==> config.mk <==
export PLATFORM = sky130hd
export DESIGN_NAME = serial_add_ctrl_flat
export DESIGN_NICKNAME = d
export VERILOG_FILES = /design/src/rtl/serial_arith_pkg.sv /design/src/rtl/serial_add_ctrl_if.sv /design/src/rtl/FULL_ADDER.sv /design/src/rtl/serial_add_ctrl.sv /design/src/flat_wrapper.sv
export SDC_FILE = /design/constraint.sdc
export NUM_CORES = 1
export LEC_CHECK = 0
export BUFFER_PORTS_ARGS = -buffer_cell sky130_fd_sc_hd__buf_2
export CORE_MARGIN = 1
export CORE_UTILIZATION = 48
export CTS_CLUSTER_SIZE = 12
export DETAILED_ROUTE_END_ITERATION = 7
export PLACE_DENSITY = 0.75
export SYNTH_ARGS = -nofsm -noshare
export SYNTH_HDL_FRONTEND = slang
export SYNTH_SLANG_ARGS = --single-unit
==> constraint.sdc <==
create_clock -name clk -period 1.4 [get_ports clk]
set_clock_uncertainty 0.15 [all_clocks]
set_input_delay 0.28 -clock clk [delete_from_list [all_inputs] [get_ports clk]]
set_output_delay 0.28 -clock clk [all_outputs]
set_load 0.03 [all_outputs]
==> src/rtl/serial_arith_pkg.sv <==
// Shared types and limits for the bit-serial arithmetic controllers.
package serial_arith_pkg;

  typedef enum logic [1:0] {
    IDLE  = 2'd0,
    SHIFT = 2'd1,
    DONE  = 2'd2
  } ser_state_t;

  localparam int WIDTH_MAX = 32;

endpackage

==> src/rtl/serial_add_ctrl_if.sv <==
// Start/done handshake bundle between a requester/consumer and serial_add_ctrl.
interface serial_add_ctrl_if #(
  parameter int WIDTH = 8
);
  logic             start_valid;
  logic             start_ready;
  logic [WIDTH-1:0] a;
  logic [WIDTH-1:0] b;
  logic             c_in;
  logic             sub;
  logic             done_valid;
  logic             done_ready;
  logic [WIDTH-1:0] result;
  logic             c_out;
  logic             ovf;
  logic             busy;

  modport master (
    output start_valid, a, b, c_in, sub, done_ready,
    input  start_ready, done_valid, result, c_out, ovf, busy
  );

  modport slave (
    input  start_valid, a, b, c_in, sub, done_ready,
    output start_ready, done_valid, result, c_out, ovf, busy
  );
endinterface

==> src/rtl/FULL_ADDER.sv <==
// One-bit full adder used as the time-shared bit slice.
module FULL_ADDER (
  input  logic a,
  input  logic b,
  input  logic c_in,
  output logic sum,
  output logic c_out
);
  assign sum   = a ^ b ^ c_in;
  assign c_out = (a & b) | (c_in & (a ^ b));
endmodule

==> src/rtl/serial_add_ctrl.sv <==
// Bit-serial add/subtract: one full adder reused over WIDTH cycles, LSB first.
// Result appears WIDTH cycles after accept and is held in DONE until taken.
module serial_add_ctrl
  import serial_arith_pkg::*;
#(
  parameter int WIDTH = 8
) (
  input  logic             clk,
  input  logic             rst,
  serial_add_ctrl_if.slave bus
);
  localparam int CNT_W = $clog2(WIDTH);

  ser_state_t        state;
  logic [WIDTH-1:0]  a_sh;
  logic [WIDTH-1:0]  b_sh;
  logic [WIDTH-1:0]  result_q;
  logic [CNT_W-1:0]  cnt;
  logic              carry;
  logic              c_out_q;
  logic              ovf_q;
  logic              fa_sum;
  logic              fa_cout;
  logic              accept;
  logic              last_bit;

  FULL_ADDER u_fa (
    .a    (a_sh[0]),
    .b    (b_sh[0]),
    .c_in (carry),
    .sum  (fa_sum),
    .c_out(fa_cout)
  );

  assign accept   = bus.start_valid && (state == IDLE);
  assign last_bit = (cnt == CNT_W'(WIDTH - 1));

  always_ff @(posedge clk or posedge rst) begin
    if (rst) begin
      state    <= IDLE;
      a_sh     <= '0;
      b_sh     <= '0;
      result_q <= '0;
      cnt      <= '0;
      carry    <= 1'b0;
      c_out_q  <= 1'b0;
      ovf_q    <= 1'b0;
    end else begin
      case (state)
        IDLE: begin
          if (accept) begin
            // Subtraction is A + ~B + 1, so c_in is overridden.
            a_sh  <= bus.a;
            b_sh  <= bus.sub ? ~bus.b : bus.b;
            carry <= bus.sub | bus.c_in;
            cnt   <= '0;
            state <= SHIFT;
          end
        end
        SHIFT: begin
          result_q <= {fa_sum, result_q[WIDTH-1:1]};
          a_sh     <= a_sh >> 1;
          b_sh     <= b_sh >> 1;
          carry    <= fa_cout;
          cnt      <= cnt + CNT_W'(1);
          if (last_bit) begin
            // carry here is still the carry into the MSB slice.
            c_out_q <= fa_cout;
            ovf_q   <= carry ^ fa_cout;
            state   <= DONE;
          end
        end
        DONE: begin
          if (bus.done_ready) begin
            state <= IDLE;
          end
        end
        default: state <= IDLE;
      endcase
    end
  end

  assign bus.start_ready = (state == IDLE);
  assign bus.done_valid  = (state == DONE);
  assign bus.busy        = (state != IDLE);
  assign bus.result      = result_q;
  assign bus.c_out       = c_out_q;
  assign bus.ovf         = ovf_q;

endmodule

==> src/flat_wrapper.sv <==
// flat-port wrapper written by rule: the top's interface ports become plain ports
module serial_add_ctrl_flat import serial_arith_pkg::*;
#(
  parameter int WIDTH = 8
)
  (clk, rst, bus_start_valid, bus_a, bus_b, bus_c_in, bus_sub, bus_done_ready, bus_start_ready, bus_done_valid, bus_result, bus_c_out, bus_ovf, bus_busy);
  serial_add_ctrl_if #(.WIDTH(WIDTH)) bus_i ();
  input  logic clk;
  input  logic rst;
  input wire logic [$bits(bus_i.start_valid)-1:0] bus_start_valid;
  input wire logic [$bits(bus_i.a)-1:0] bus_a;
  input wire logic [$bits(bus_i.b)-1:0] bus_b;
  input wire logic [$bits(bus_i.c_in)-1:0] bus_c_in;
  input wire logic [$bits(bus_i.sub)-1:0] bus_sub;
  input wire logic [$bits(bus_i.done_ready)-1:0] bus_done_ready;
  output wire logic [$bits(bus_i.start_ready)-1:0] bus_start_ready;
  output wire logic [$bits(bus_i.done_valid)-1:0] bus_done_valid;
  output wire logic [$bits(bus_i.result)-1:0] bus_result;
  output wire logic [$bits(bus_i.c_out)-1:0] bus_c_out;
  output wire logic [$bits(bus_i.ovf)-1:0] bus_ovf;
  output wire logic [$bits(bus_i.busy)-1:0] bus_busy;
  assign bus_i.start_valid = bus_start_valid;
  assign bus_i.a = bus_a;
  assign bus_i.b = bus_b;
  assign bus_i.c_in = bus_c_in;
  assign bus_i.sub = bus_sub;
  assign bus_i.done_ready = bus_done_ready;
  assign bus_start_ready = bus_i.start_ready;
  assign bus_done_valid = bus_i.done_valid;
  assign bus_result = bus_i.result;
  assign bus_c_out = bus_i.c_out;
  assign bus_ovf = bus_i.ovf;
  assign bus_busy = bus_i.busy;
  serial_add_ctrl #(.WIDTH(WIDTH)) u_core (.clk(clk), .rst(rst), .bus(bus_i));
endmodule
# --- Word level (Yosys, flattened, before mapping) ---
# Cells that the tools add are included.
word_totals:
  regBits: 32
  output_inout_bits: 13
  elab_cells: 43
classes:
  n_addsub: 1
  eq_ne: 6
  muxes: 13
  bitwise_logic: 8
  n_reduce_logical: 7
op_table:
  columns: ["operator", "n"]
  rows:
  - ["$pmux W8 S2", 2]
  - ["$mux W8", 3]
  - ["$not A8 Y8", 1]
  - ["$mux W2", 3]
  - ["$pmux W2 S3", 1]
  - ["$pmux W3 S2", 1]
  - ["$ne A2 B1 Y1 const B", 2]
  - ["$reduce_and A2 Y1", 2]
  - ["$reduce_bool A2 Y1", 2]
  - ["$add A3 B1 Y3 const B", 1]
  - ["$eq A3 B3 Y1 const B", 1]
  - ["$mux W3", 1]
  - ["$reduce_and A3 Y1", 1]
  - ["$xor A1 B1 Y1", 3]
  - ["$and A1 B1 Y1", 2]
  - ["$eq A2 B1 Y1 const B", 1]
  - ["$eq A2 B2 Y1 const B", 1]
  - ["$logic_not A2 Y1", 1]
  - ["$ne A2 B2 Y1 const B", 1]
  - ["$or A1 B1 Y1", 2]
  - ["$pmux W1 S2", 1]
  - ["$logic_and A1 B1 Y1", 1]
  - ["$mux W1", 1]

# --- Depth between registers and ports, before layout ---
logic_depth:
  word_depth: 4
  ltp_mapped: 5

# --- Hierarchy ---
# Synthesis repeated with hierarchy kept, for this count alone.
unflattened:
  hier_cells: 122
  hier_area_um2: 1496.4
modules_own_cells:
  columns: ["mod", "instances", "cells_each", "area_per_inst_um2", "seq_area_each_um2"]
  rows:
  - ["serial_add_ctrl", 1, 121, 1476.4, 800.8]
  - ["FULL_ADDER", 1, 1, 20.0, 0.0]

# --- Worst setup path after synthesis ---
# OpenSTA, ideal clock, no wires.
synth_timing:
  path_type: "register -> output"
  start: "reg u_core.state[1]"
  end: "out bus_start_ready"
  arrival_ns: 1.152
  setup_slack_ns: -0.182
  stages_incl_launch_ff: 4
  path_cell_list: "dfrtp_1 -> buf_2 -> or2_2 -> inv_1"
synth_via:
  elab_chain_len: 1
synth_lines:
  columns: ["element", "line_no", "source"]
  rows:
  - ["from (decl)", "serial_add_ctrl.sv:14", "ser_state_t state;"]
  - ["from (signal assigned)", "serial_add_ctrl.sv:40", "state <= IDLE;"]
  - ["from (signal assigned)", "serial_add_ctrl.sv:57", "state <= SHIFT;"]
  - ["from (signal assigned)", "serial_add_ctrl.sv:70", "state <= DONE;"]
  - ["$logic_not A2 Y1", "serial_add_ctrl.sv:83", "assign bus.start_ready = (state == IDLE);"]
  - ["to (decl)", "flat_wrapper.sv:16", "output wire logic [$bits(bus_i.start_ready)-1:0] bus_start_ready;"]
# No other way between the ends.

# --- Worst setup path after layout ---
layout_timing:
  start: "reg u_core.state[0]"
  end: "out bus_start_ready"
# Same word-level chain as after synthesis.

==> impl_metrics.json <==
{
  "dp.cells": 229,
  "crit_arrival_ps": 1210,
  "cellLeakagePower_nw": 1.13,
  "cts_buffer_depth": 2,
  "power.density_mw_per_mm2": 2100,
  "ys_top_cells_by_area": "dfrtp_1 50%, mux2_2 7.8%, a221o_1 4.4%",
  "cts_buffers": 5,
  "min_delay_worst_endpoint": "u_core.a_sh[7]",
  "yosysSeqAreaShare_pct": 50.3,
  "holdCritStartpoint": "bus_a[7]",
  "nNetsFinal": 233,
  "setup_violations": 33,
  "fin_crit_sh_pct": 117,
  "die-area_mm2": 0.00355,
  "cts.sinks": 32,
  "antenna_found_initial": 0,
  "reg2regPathDepth": 6,
  "synth-edff-count": 0,
  "finalPower_mw": 4.96,
  "cts_tree": "yes",
  "grt_pass1_vias": 1380,
  "grt_use_total_pct": 25.6,
  "drive_gt1_share_pct": 56.3,
  "slew_headroom_pct": 72.3,
  "setup_slack_ps": -244,
  "grt_max_degree": 33,
  "drt-vias-per-instance": 5.48,
  "core_area_mm2": 0.00310,
  "die_w_um": 59.6,
  "insertion_delay_ps": 330,
  "wirelength_mm": 4.29,
  "ys_async_sr_fraction_pct": 100,
  "overflow": 0,
  "grt_pass1_wl_mm": 6.47,
  "reg2reg_slack_ps": -220,
  "netlist.top_cell.by_area": "dfrtp_1",
  "min_path_type": "in2reg",
  "cp_max_fo": 4,
  "die_h_um": 59.6,
  "rsz0062_at_grt": "yes",
  "synth.most_common_cell": "dfrtp_1",
  "r2r_end": "u_core.bus.c_out",
  "diodes": 0,
  "pre_cts_slack_ps": -110,
  "syn-cell-area_mm2": 0.00159,
  "postRouteAntennaNets": 0,
  "synth.top_cell.area_share_pct": 50.3,
  "path_class": "reg2out",
  "yosys_warnings": 0,
  "hold_ws_ps": 75.2,
  "syn_nets": 168,
  "drv_cap": 0,
  "ys.flop_type": "dfrtp_1",
  "design_area_mm2": 0.00236,
  "post_drt_wl_per_cell_um": 17.0,
  "synth_cells": 143,
  "syn_avg_cell_area_um2": 11.1,
  "ys_seq_elements": 32,
  "port_buffers": 34,
  "syn_to_final_growth_pct": 48.5,
  "worst_pin_slew_ps": 416,
  "ir_drop_mv": 1.01,
  "ios": 35,
  "max_freq_mhz": 608,
  "placed_area_mm2": 0.00192,
  "n_fill_cell": 211,
  "final_core_util_pct": 76.2,
  "h-tree-depth": 2,
  "fin_cells": 252,
  "outcome": "finished, violations left",
  "gp_congestion": 0.764,
  "period_minus_slack_ps": 1640,
  "firstDrtPassIters": 4,
  "start_kind": "flip-flop",
  "finalHoldViolCount": 0,
  "cts_root_buf": "clkbuf_4",
  "vias": 1382,
  "slew_viol_final": 0,
  "drt_iter0_drc": 28,
  "drc": 0,
  "ys_types": 24,
  "cp-end-kind": "primary output",
  "start_util_pct": 51.3,
  "final-seq-area_um2": 802,
  "setup-tns-final_ps": -5680,
  "synthTopCellsByCount": "32 x dfrtp_1, 11 x inv_1, 11 x mux2_2, 11 x nor2b_1",
  "r2r_start": "u_core.state[0]",
  "hold_depth": 3,
  "multiInputGateArea_um2": 875,
  "crit_required_ps": 970,
  "post-dp-hpwl_mm": 2.49,
  "rows": 20,
  "violations": "negative setup slack",
  "clk_pin_slew_ps": 90
}
## how the worst max path moves through the flow
stage	start	to	slack (ps)	cells past startpoint
2_1_floorplan	u_core.b_sh[0]	u_core.bus.ovf	-50	3
3_3_place_gp	u_core.state[1]	u_core.b_sh[0]	-80	3
3_5_place_dp	u_core.state[0]	u_core.b_sh[0]	-110	3
4_1_cts	u_core.state[0]	bus_start_ready	-240	3
5_1_grt	u_core.state[1]	bus_start_ready	-280	3
6_report	u_core.state[0]	bus_start_ready	-240	3
## worst max-delay path, stage by stage (launching register included)
cell and delay (ps):
dfrtp_1 440, or2_4 290, inv_4 50, buf_6 110
## flip-flops by register name, summed over array words and instances, names as in the netlist
name,flops
u_core.carry,1
u_core.bus.ovf,1
u_core.cnt,3
u_core.b_sh,8
u_core.state,2
u_core.a_sh,8
u_core.bus.c_out,1
u_core.bus.result,8
## routing by layer
metal | share of wire (%) | up-vias | global-route usage (%)
met4 | 1.3 | 0 | 11.3
li1 | - | 641 | -
met5 | 0 | - | 0
met2 | 52 | 37 | 43.0
met3 | 3.4 | 6 | 5.46
met1 | 43 | 698 | 31.7
## where the power goes
group          switching (mW)  internal (mW)  total, mW
logic                    1.31           1.46       2.77
registers               0.295           1.31       1.60
clock network           0.307          0.285      0.591
total                    1.91           3.05       4.96
## cell families after synthesis
kind of cell             count (synthesis)  share of synthesized area (%)
XOR/XNOR                                 9                           4.95
flip-flops                              32                           50.3
multiplexers                            12                           8.41
AO/OA/AOI/OAI                           45                           19.9
adder cells (fa/ha/maj)                  3                           2.83
AND/OR/NAND/NOR                         19                           6.99
buffers and inverters                   23                           6.68
## layout by cell type (no fill, tap or decap), types with 2 or more instances in the layout
master | netlist | routed
dfrtp_1 | 32 | 31
buf_2 | 10 | 29
buf_4 | 2 | 24
buf_6 | 0 | 11
mux2_4 | 0 | 9
inv_1 | 11 | 9
nor2b_1 | 11 | 9
o21ai_1 | 1 | 9
xnor2_1 | 8 | 8
a22oi_2 | 0 | 8
a21oi_1 | 9 | 7
o32ai_2 | 0 | 7
a221o_1 | 7 | 7
clkbuf_4 | 0 | 7
nor2b_4 | 0 | 2
nand2_1 | 3 | 2
mux2_2 | 11 | 2
a22o_1 | 2 | 2
a21oi_2 | 0 | 2
clkbuf_8 | 0 | 2
dlygate4sd3_1 | 0 | 2
buf_12 | 0 | 2
## repair_timing
action | 4_1_cts | 5_1_grt
setup endpoints to repair | 30 | 36
gates resized for setup | 53 | 13
buffers inserted | 6 | 7
hold buffers | 2 | 0
gates cloned | 1 | 0
pin swaps | 8 | 2
hold endpoints to repair | 33 | 0
## final cells by class
type,count,area share [%]
Timing Repair Buffer,70,22.2
Tap cell,44,2.33
Inverter,11,1.85
Multi-Input combinational cell,88,37.0
Sequential cell,32,33.9
Clock buffer,7,2.75
(Power assumes the default switching activity.)
